**src/rtl/rv_iopmp_pkg.sv**
```systemverilog
// Shared IOPMP types: boot-loader FSM states, default register-interface structs and
// regmap offsets used to build boot-time configuration tables.
package rv_iopmp_pkg;

  typedef enum logic [2:0] {
    StIdle,
    StWrite,
    StRead,
    StDone,
    StError
  } cfg_loader_state_e;

  typedef struct packed {
    logic [31:0] addr;
    logic        write;
    logic [31:0] wdata;
    logic [3:0]  wstrb;
    logic        valid;
  } iopmp_reg_req_t;

  typedef struct packed {
    logic [31:0] rdata;
    logic        error;
    logic        ready;
  } iopmp_reg_rsp_t;

  // Byte offsets into the IOPMP regmap
  localparam logic [31:0] RegHwcfg0Offset = 32'h0000_0008;
  localparam logic [31:0] RegMdcfgOffset  = 32'h0000_0800;
  localparam logic [31:0] RegSrcmdOffset  = 32'h0000_1000;
  localparam logic [31:0] RegEntryOffset  = 32'h0000_2000;

  // HWCFG0 bit positions for the final enable/lock write of a table
  localparam int unsigned Hwcfg0EnableBit = 31;
  localparam int unsigned Hwcfg0LockBit   = 30;

endpackage

```
**src/rtl/rv_iopmp_cfg_loader.sv**
```systemverilog
// Boot-time register initiator: replays a fixed (addr, data) table into the IOPMP regmap,
// optionally verifies each write, then hands the port back to the external config path.
module rv_iopmp_cfg_loader
  import rv_iopmp_pkg::*;
#(
  parameter int unsigned NUM_WRITES     = 4,
  parameter int unsigned REG_ADDR_WIDTH = 32,
  parameter int unsigned REG_DATA_WIDTH = 32,
  parameter logic [NUM_WRITES-1:0][REG_ADDR_WIDTH-1:0] INIT_ADDR   = '0,
  parameter logic [NUM_WRITES-1:0][REG_DATA_WIDTH-1:0] INIT_DATA   = '0,
  parameter logic [NUM_WRITES-1:0][REG_DATA_WIDTH-1:0] VERIFY_MASK = '1,
  parameter int unsigned TIMEOUT        = 255,
  parameter type reg_req_t              = rv_iopmp_pkg::iopmp_reg_req_t,
  parameter type reg_rsp_t              = rv_iopmp_pkg::iopmp_reg_rsp_t
) (
  input  logic                          clk_i,
  input  logic                          rst_ni,
  input  logic                          start_i,
  input  reg_req_t                      ext_req_i,
  output reg_rsp_t                      ext_rsp_o,
  output reg_req_t                      cfg_req_o,
  input  reg_rsp_t                      cfg_rsp_i,
  output logic                          busy_o,
  output logic                          done_o,
  output logic                          error_o,
  output logic [$clog2(NUM_WRITES):0]   err_idx_o
);

  localparam int unsigned IdxW = (NUM_WRITES > 1) ? $clog2(NUM_WRITES) : 1;
  localparam int unsigned CntW = $clog2(TIMEOUT + 1);
  localparam int unsigned ErrW = $clog2(NUM_WRITES) + 1;

  cfg_loader_state_e r_state_q, r_state_d;
  logic [IdxW-1:0]   r_idx_q, r_idx_d;
  logic [CntW-1:0]   r_cnt_q, r_cnt_d;
  logic [ErrW-1:0]   r_err_idx_q, r_err_idx_d;

  logic              w_busy;
  logic              w_last;
  logic              w_verify;
  logic              w_mismatch;
  logic              w_expired;
  logic [CntW-1:0]   w_cnt_inc;
  reg_req_t          w_ldr_req;

  assign w_busy     = (r_state_q == StWrite) || (r_state_q == StRead);
  assign w_last     = (r_idx_q == IdxW'(NUM_WRITES - 1));
  assign w_verify   = |VERIFY_MASK[r_idx_q];
  assign w_mismatch = |((cfg_rsp_i.rdata ^ INIT_DATA[r_idx_q]) & VERIFY_MASK[r_idx_q]);
  assign w_cnt_inc  = r_cnt_q + CntW'(1);
  // The access times out after TIMEOUT cycles of valid without ready
  assign w_expired  = (w_cnt_inc == CntW'(TIMEOUT));

  // Loader request depends only on state/idx so it stays stable across wait states
  always_comb begin
    w_ldr_req       = '0;
    w_ldr_req.valid = w_busy;
    w_ldr_req.write = (r_state_q == StWrite);
    w_ldr_req.addr  = INIT_ADDR[r_idx_q];
    w_ldr_req.wdata = INIT_DATA[r_idx_q];
    w_ldr_req.wstrb = '1;
  end

  always_comb begin
    if (w_busy) begin
      cfg_req_o = w_ldr_req;
      ext_rsp_o = '0;
    end else begin
      cfg_req_o = ext_req_i;
      ext_rsp_o = cfg_rsp_i;
    end
  end

  always_comb begin
    r_state_d   = r_state_q;
    r_idx_d     = r_idx_q;
    r_cnt_d     = r_cnt_q;
    r_err_idx_d = r_err_idx_q;
    unique case (r_state_q)
      StIdle: begin
        if (start_i) begin
          r_state_d = StWrite;
          r_idx_d   = '0;
          r_cnt_d   = '0;
        end
      end
      StWrite, StRead: begin
        if (cfg_rsp_i.ready) begin
          r_cnt_d = '0;
          if (cfg_rsp_i.error || ((r_state_q == StRead) && w_mismatch)) begin
            r_state_d   = StError;
            r_err_idx_d = ErrW'(r_idx_q);
          end else if ((r_state_q == StWrite) && w_verify) begin
            r_state_d = StRead;
          end else if (w_last) begin
            r_state_d = StDone;
          end else begin
            r_state_d = StWrite;
            r_idx_d   = r_idx_q + IdxW'(1);
          end
        end else if (w_expired) begin
          r_state_d              = StError;
          r_err_idx_d            = ErrW'(r_idx_q);
          r_err_idx_d[ErrW-1]    = 1'b1;
        end else begin
          r_cnt_d = w_cnt_inc;
        end
      end
      default: ;
    endcase
  end

  always_ff @(posedge clk_i or negedge rst_ni) begin
    if (!rst_ni) begin
      r_state_q   <= StIdle;
      r_idx_q     <= '0;
      r_cnt_q     <= '0;
      r_err_idx_q <= '0;
    end else begin
      r_state_q   <= r_state_d;
      r_idx_q     <= r_idx_d;
      r_cnt_q     <= r_cnt_d;
      r_err_idx_q <= r_err_idx_d;
    end
  end

  assign busy_o    = w_busy;
  assign done_o    = (r_state_q == StDone);
  assign error_o   = (r_state_q == StError);
  assign err_idx_o = r_err_idx_q;

endmodule

```
**config.mk**
```make
export PLATFORM = sky130hd
export DESIGN_NAME = rv_iopmp_cfg_loader
export DESIGN_NICKNAME = d
export VERILOG_FILES = /design/src/rtl/rv_iopmp_pkg.sv /design/src/rtl/rv_iopmp_cfg_loader.sv
export SDC_FILE = /design/constraint.sdc
export NUM_CORES = 1
export LEC_CHECK = 0
export CAP_MARGIN = 20
export CORE_UTILIZATION = 25
export CTS_BUF_LIST = sky130_fd_sc_hd__clkbuf_4
export DETAILED_ROUTE_END_ITERATION = 6
export GPL_TIMING_DRIVEN = 1
export PLACE_DENSITY_LB_ADDON = 0.1
export SETUP_SLACK_MARGIN = 0.5
export SLEW_MARGIN = 15
export SYNTH_ARGS = -nofsm -noshare
export SYNTH_HDL_FRONTEND = slang
export SYNTH_SLANG_ARGS = --single-unit
```
**constraint.sdc**
```tcl
create_clock -name clk_i -period 1.98 [get_ports clk_i]
set_input_delay 0.396 -clock clk_i [delete_from_list [all_inputs] [get_ports clk_i]]
set_output_delay 0.396 -clock clk_i [all_outputs]
set_load 0.03 [all_outputs]
```
== Word-level counts from Yosys, hierarchy flattened ==
Index checks and enable logic that the tools add are counted.

* Order comparisons: 1
* Divide/modulo/power cells: 0
* Shifts and indexed selects: 0
* $add $sub $neg: 2
* Reduce and logical (&&, ||, !) cells: 14
* Muxes and demuxes: 26
* Eq/ne operators: 14
* Bitwise operators: 2
* Multipliers: 0

{| class="wikitable"
|+ Operators by type and width
! kind !! number
|-
| 32-bit binary-select mux with 2-bit select || 2
|-
| 70-bit two-way mux || 1
|-
| 32-bit two-way mux || 2
|-
| 32-bit OR reduction || 2
|-
| 34-bit two-way mux || 1
|-
| 32-bit bitwise AND || 1
|-
| 32-bit bitwise XOR || 1
|-
| 8-bit two-way mux || 3
|-
| 3-bit two-way mux || 7
|-
| 8-bit case mux with 2 select lines || 1
|-
| 2-bit two-way mux || 7
|-
| 2-bit inequality test (second input constant) || 5
|-
| 3-bit AND reduction || 3
|-
| 8-bit by 1-bit adder with 8-bit output (second input constant) || 1
|-
| 8-bit == test (second input constant) || 1
|-
| 3-bit by 2-bit == test with 1-bit output (second input constant) || 2
|-
| 3-bit inequality test (second input constant) || 2
|-
| 3-bit case mux with 2 select lines || 1
|-
| 6-bit AND reduction || 1
|-
| 2-bit case mux with 2 select lines || 1
|-
| 2-bit nonzero test || 2
|-
| 3-bit by 1-bit == test with 1-bit output (second input constant) || 1
|-
| 3-bit == test (second input constant) || 1
|-
| 3-bit logical NOT || 1
|-
| other kinds (7) || 9
|}

* Memories: 0
* Register bits: 16
* Input port bits: 107
* Logic and storage cells: 63
* Output and inout port bits: 110
* Bits in writable memories: 0
* Bits in read-only memories: 0
* Bits in latches: 0

== Logic depth before layout (Yosys ltp) ==
* Word-level depth: 10
* Mapped depth: 8
* Gate-level depth less buffers: 7

== Least setup slack after synthesis ==
OpenSTA, ideal clock, no wires.

* Path type: register to output
* Start point: register r_state_q[0]
* End point: output port cfg_req_o[53] (netlist bit)
* Stages on the path, launching flop included: 8
* Arrival time: 1622 ps
* Setup slack: -38 ps
* Path buffers: 4
* Data required time: 1584 ps
* Cell sequence: dfrtp_1 -> buf_4 -> xnor2_1 -> or2_1 -> buf_6 -> buf_2 -> clkbuf_1 -> and2_1

{| class="wikitable"
|+ RTL lines
! item !! line !! RTL
|-
| start, declared || rv_iopmp_cfg_loader.sv:33 || <nowiki>cfg_loader_state_e r_state_q, r_state_d;</nowiki>
|-
| start signal, assigned || rv_iopmp_cfg_loader.sv:115 || <nowiki>r_state_q <= StIdle;</nowiki>
|-
| start signal, assigned || rv_iopmp_cfg_loader.sv:120 || <nowiki>r_state_q <= r_state_d;</nowiki>
|-
| end, declared || rv_iopmp_cfg_loader.sv:21 || <nowiki>output reg_req_t cfg_req_o,</nowiki>
|}

==> metrics.md <==
| Metric | Value |
|---|---|
| Relative slew margins | 74.51% |
| CP max FO | 30 |
| DP Area | between 4000 and 5000 sq um |
| GPL Wtd Cong | 0.8094 |
| DRT antenna net count | 0 |
| Total Power | about 1.5 mW |
| Hold_buf cts | 0 |
| Initial Util | between 20% and 30% |
| H-Tree Depth | 1 |
| Fillers | between 500 and 600 |
| Netlist cell types | 49 |
| Synth top area cells | and2_1 (34%), dfrtp_1 (22%), nor4_1 (2.8%) |
| Die area | ~7600 sq um |
| Element type at the critical path start | register |
| Finished Cell Area | between 4000 and 5000 sq um |
| I/O Buffers | approximately 220 |
| Row count | 30 |
| Mapped Area | around 1800 sq um |
| Synth area leader | and2_1 |
| Detailed Route Iter0 Violations | around 40 |
| Slew @ Worst Pin | between 300 and 400 ps |
| Register area share after synthesis | between 20% and 30% |
| Largest net degree at the start of global routing | 37 |
| Yosys Warn Count | 0 |
| Failing checks | negative setup slack |
| Setup crit end kind | primary output |
| Die height | just under 90 um |
| Commonest cells in the netlist | and2_1 (98), dfrtp_1 (16), clkbuf_1 (12), nand2_1 (10), o21ai_0 (9) |
| Remaining DRCs | 0 |
| CTS Buf Count | 3 |
| Gate Count Post-Synth | 238 |
| Syn nets | ~350 |
| Worst setup startpoint | r_state_q[0] |
| VDD IR max | ~0.00039 V |
| Final hold slack | between 400 and 500 ps |
| HP Class | in2async |
| Die W | ~87 um |
| Antenna diode count | 0 |
| CORE AREA | between 6000 and 7000 sq um |
| WL final | a little under 10000 um |
| Non-Filler Instances | between 500 and 600 |
| CTS tree | built |
| Top cell type's share of synthesized area | between 30% and 40% |
| Status | finished, violations left |
| DR WL/cell | approximately 17 um |
| Mean post-synth cell area | 7.591 sq um |
| I/O Pins | about 220 |
| Final period util | 106.0% |
| Post-synthesis async set-or-reset flop share | 100.0% |
| Reg2Reg Launch Point | r_state_q[0] |
| Tmin final | 2098 ps |
| Deepest clock path buffer count | 2 |
| Aggregate global-route resource usage | between 20 and 25% |
| Number of synthesized flops with an enable pin | 0 |
| Area growth, synth to finish | 171.4% |
| Post-synth top flop | dfrtp_1 |
| Critical Path RT | 1580 ps |
| Placed insts | 555 |
| FF+latch count, synth | 16 |
| Hold Vio Cnt, Final | 0 |
| Root Buffer | clkbuf_4 |
| Nets | between 500 and 600 |
| Power Density | between 300 and 400 nW/um^2 |
| Critical path type | reg2out |
| Vias in the first global route | 2521 |
| Sum Neg Setup Slack | -7050 ps |
| Max-slew violations | 0 |
| Via count | about 2600 |
| Max cap viols | 0 |
| Half-perimeter wire length after placement | a little over 7000 um |
| RSZ-0062 raised after global routing | true |
| Final WS setup | -118.4 ps |
| Initial antenna violation count | 0 |
| First-pass DRT Iterations | 4 |
| Global-route wire length before repair | 13360 um |
| Arrival time of the worst setup path | around 1700 ps |
| Clk_lat worst skew | approximately 300 ps |
| Final setup viols | 100 |
| Layout cell share with drive strength beyond 1 | between 60 and 70% |
| Via-to-Cell Ratio | 4.509 |
| P_leak | 2.292 nW |
| Count leader, synth | and2_1 |
| GRT overflow | 0 |
| Fmax | about 480 MHz |
| Clock Skew | roughly 5.3 ps |
| Worst-path clk slew | about 110 ps |
| CTS sink cnt | 16 |
routing by layer:
layer | vias up | wire, um | GRT usage, %
met2 | 89 | 5365 | 43.16
met4 | 0 | 95 | 4.697
li1 | 1274 | - | -
met1 | 1225 | 3626 | 25.66
met5 | - | 0 | 0
met3 | 9 | 633 | 6.161
worst paths after layout:
check	end	slack (ps)	cells after the start
hold / removal	r_cnt_q[1]	410	2
setup reg to reg	r_cnt_q[3]	30	10
max in group asynchronous	r_cnt_q[0]	1370	2
min in group clk_i	r_cnt_q[7]	550	2
setup / recovery	ext_rsp_o[27]	-120	5
hold reg to reg	r_cnt_q[7]	550	2
cell type report:
| type | count | area, sq um | area share [%] |
|---|---|---|---|
| clock buffers | 3 | 22.52 | 0.4593 |
| clock inverters | 1 | 3.754 | 0.07655 |
| multi-input cells | 198 | 1792 | 36.54 |
| flip-flops and latches | 16 | 402.9 | 8.216 |
| repair buffers | 255 | 2534 | 51.67 |
| well taps | 96 | 120.1 | 2.450 |
| inverters | 7 | 28.78 | 0.5869 |
registers in the layout, indices dropped and copies added, names as in the netlist:
| name | flops |
|---|---|
| r_state_q | 3 |
| r_idx_q | 2 |
| r_cnt_q | 8 |
| err_idx_o | 3 |
through the flow:
stage	worst slack (ps)	util, %
floorplan	168.7	-
global placement	-235.5	62.15
detailed placement	-281.4	62.15
CTS	-130.2	67.78
global route	-190.1	71.38
finish	-118.4	71.38
layout by cell type (no fill, tap or decap), types with 3 or more instances in the layout:
cell,count
xnor2_2,3
nand2_1,6
and2_4,91
nand3_1,3
o21ai_1,5
buf_2,21
clkdlybuf4s15_1,6
dfrtp_1,14
clkdlybuf4s50_1,73
a21oi_1,3
clkbuf_4,3
nor3_2,3
buf_12,8
nor4_2,7
nand2b_1,4
nand2_2,5
mux2_4,3
and2_2,8
inv_1,6
buf_4,44
buf_6,95
nor2_1,5
o21ai_2,5
nand3_2,3
dlygate4sd2_1,4
power by group:
group / total, mW / switching, mW / internal, mW
Sequential: 0.348 / 0.0134 / 0.334
Combinational: 0.960 / 0.425 / 0.536
Clock: 0.192 / 0.119 / 0.0735
Total: 1.50 / 0.557 / 0.943
kinds of logic after synthesis:
logic type	synth area share, %
adders and majority gates	2.078
AOI/OAI and AO/OA	12.53
xor gates and xnor gates	2.355
and+or+nand+nor	52.49
buffers and inverters	5.956
DFF	22.16
muxes	2.424
timing repair:
item	in CTS	in global routing
pin swaps	25	12
setup endpoints to repair	125	124
gates resized for setup	249	55
setup buffers	7	10
worst max-delay path, stage by stage (launching register included):
cell and delay, ps:
dfrtp_1 430, xnor2_2 160, or2_4 290, buf_12 180, and2_2 200, buf_6 130
Note: power is estimated with default switching activity, not from simulation.
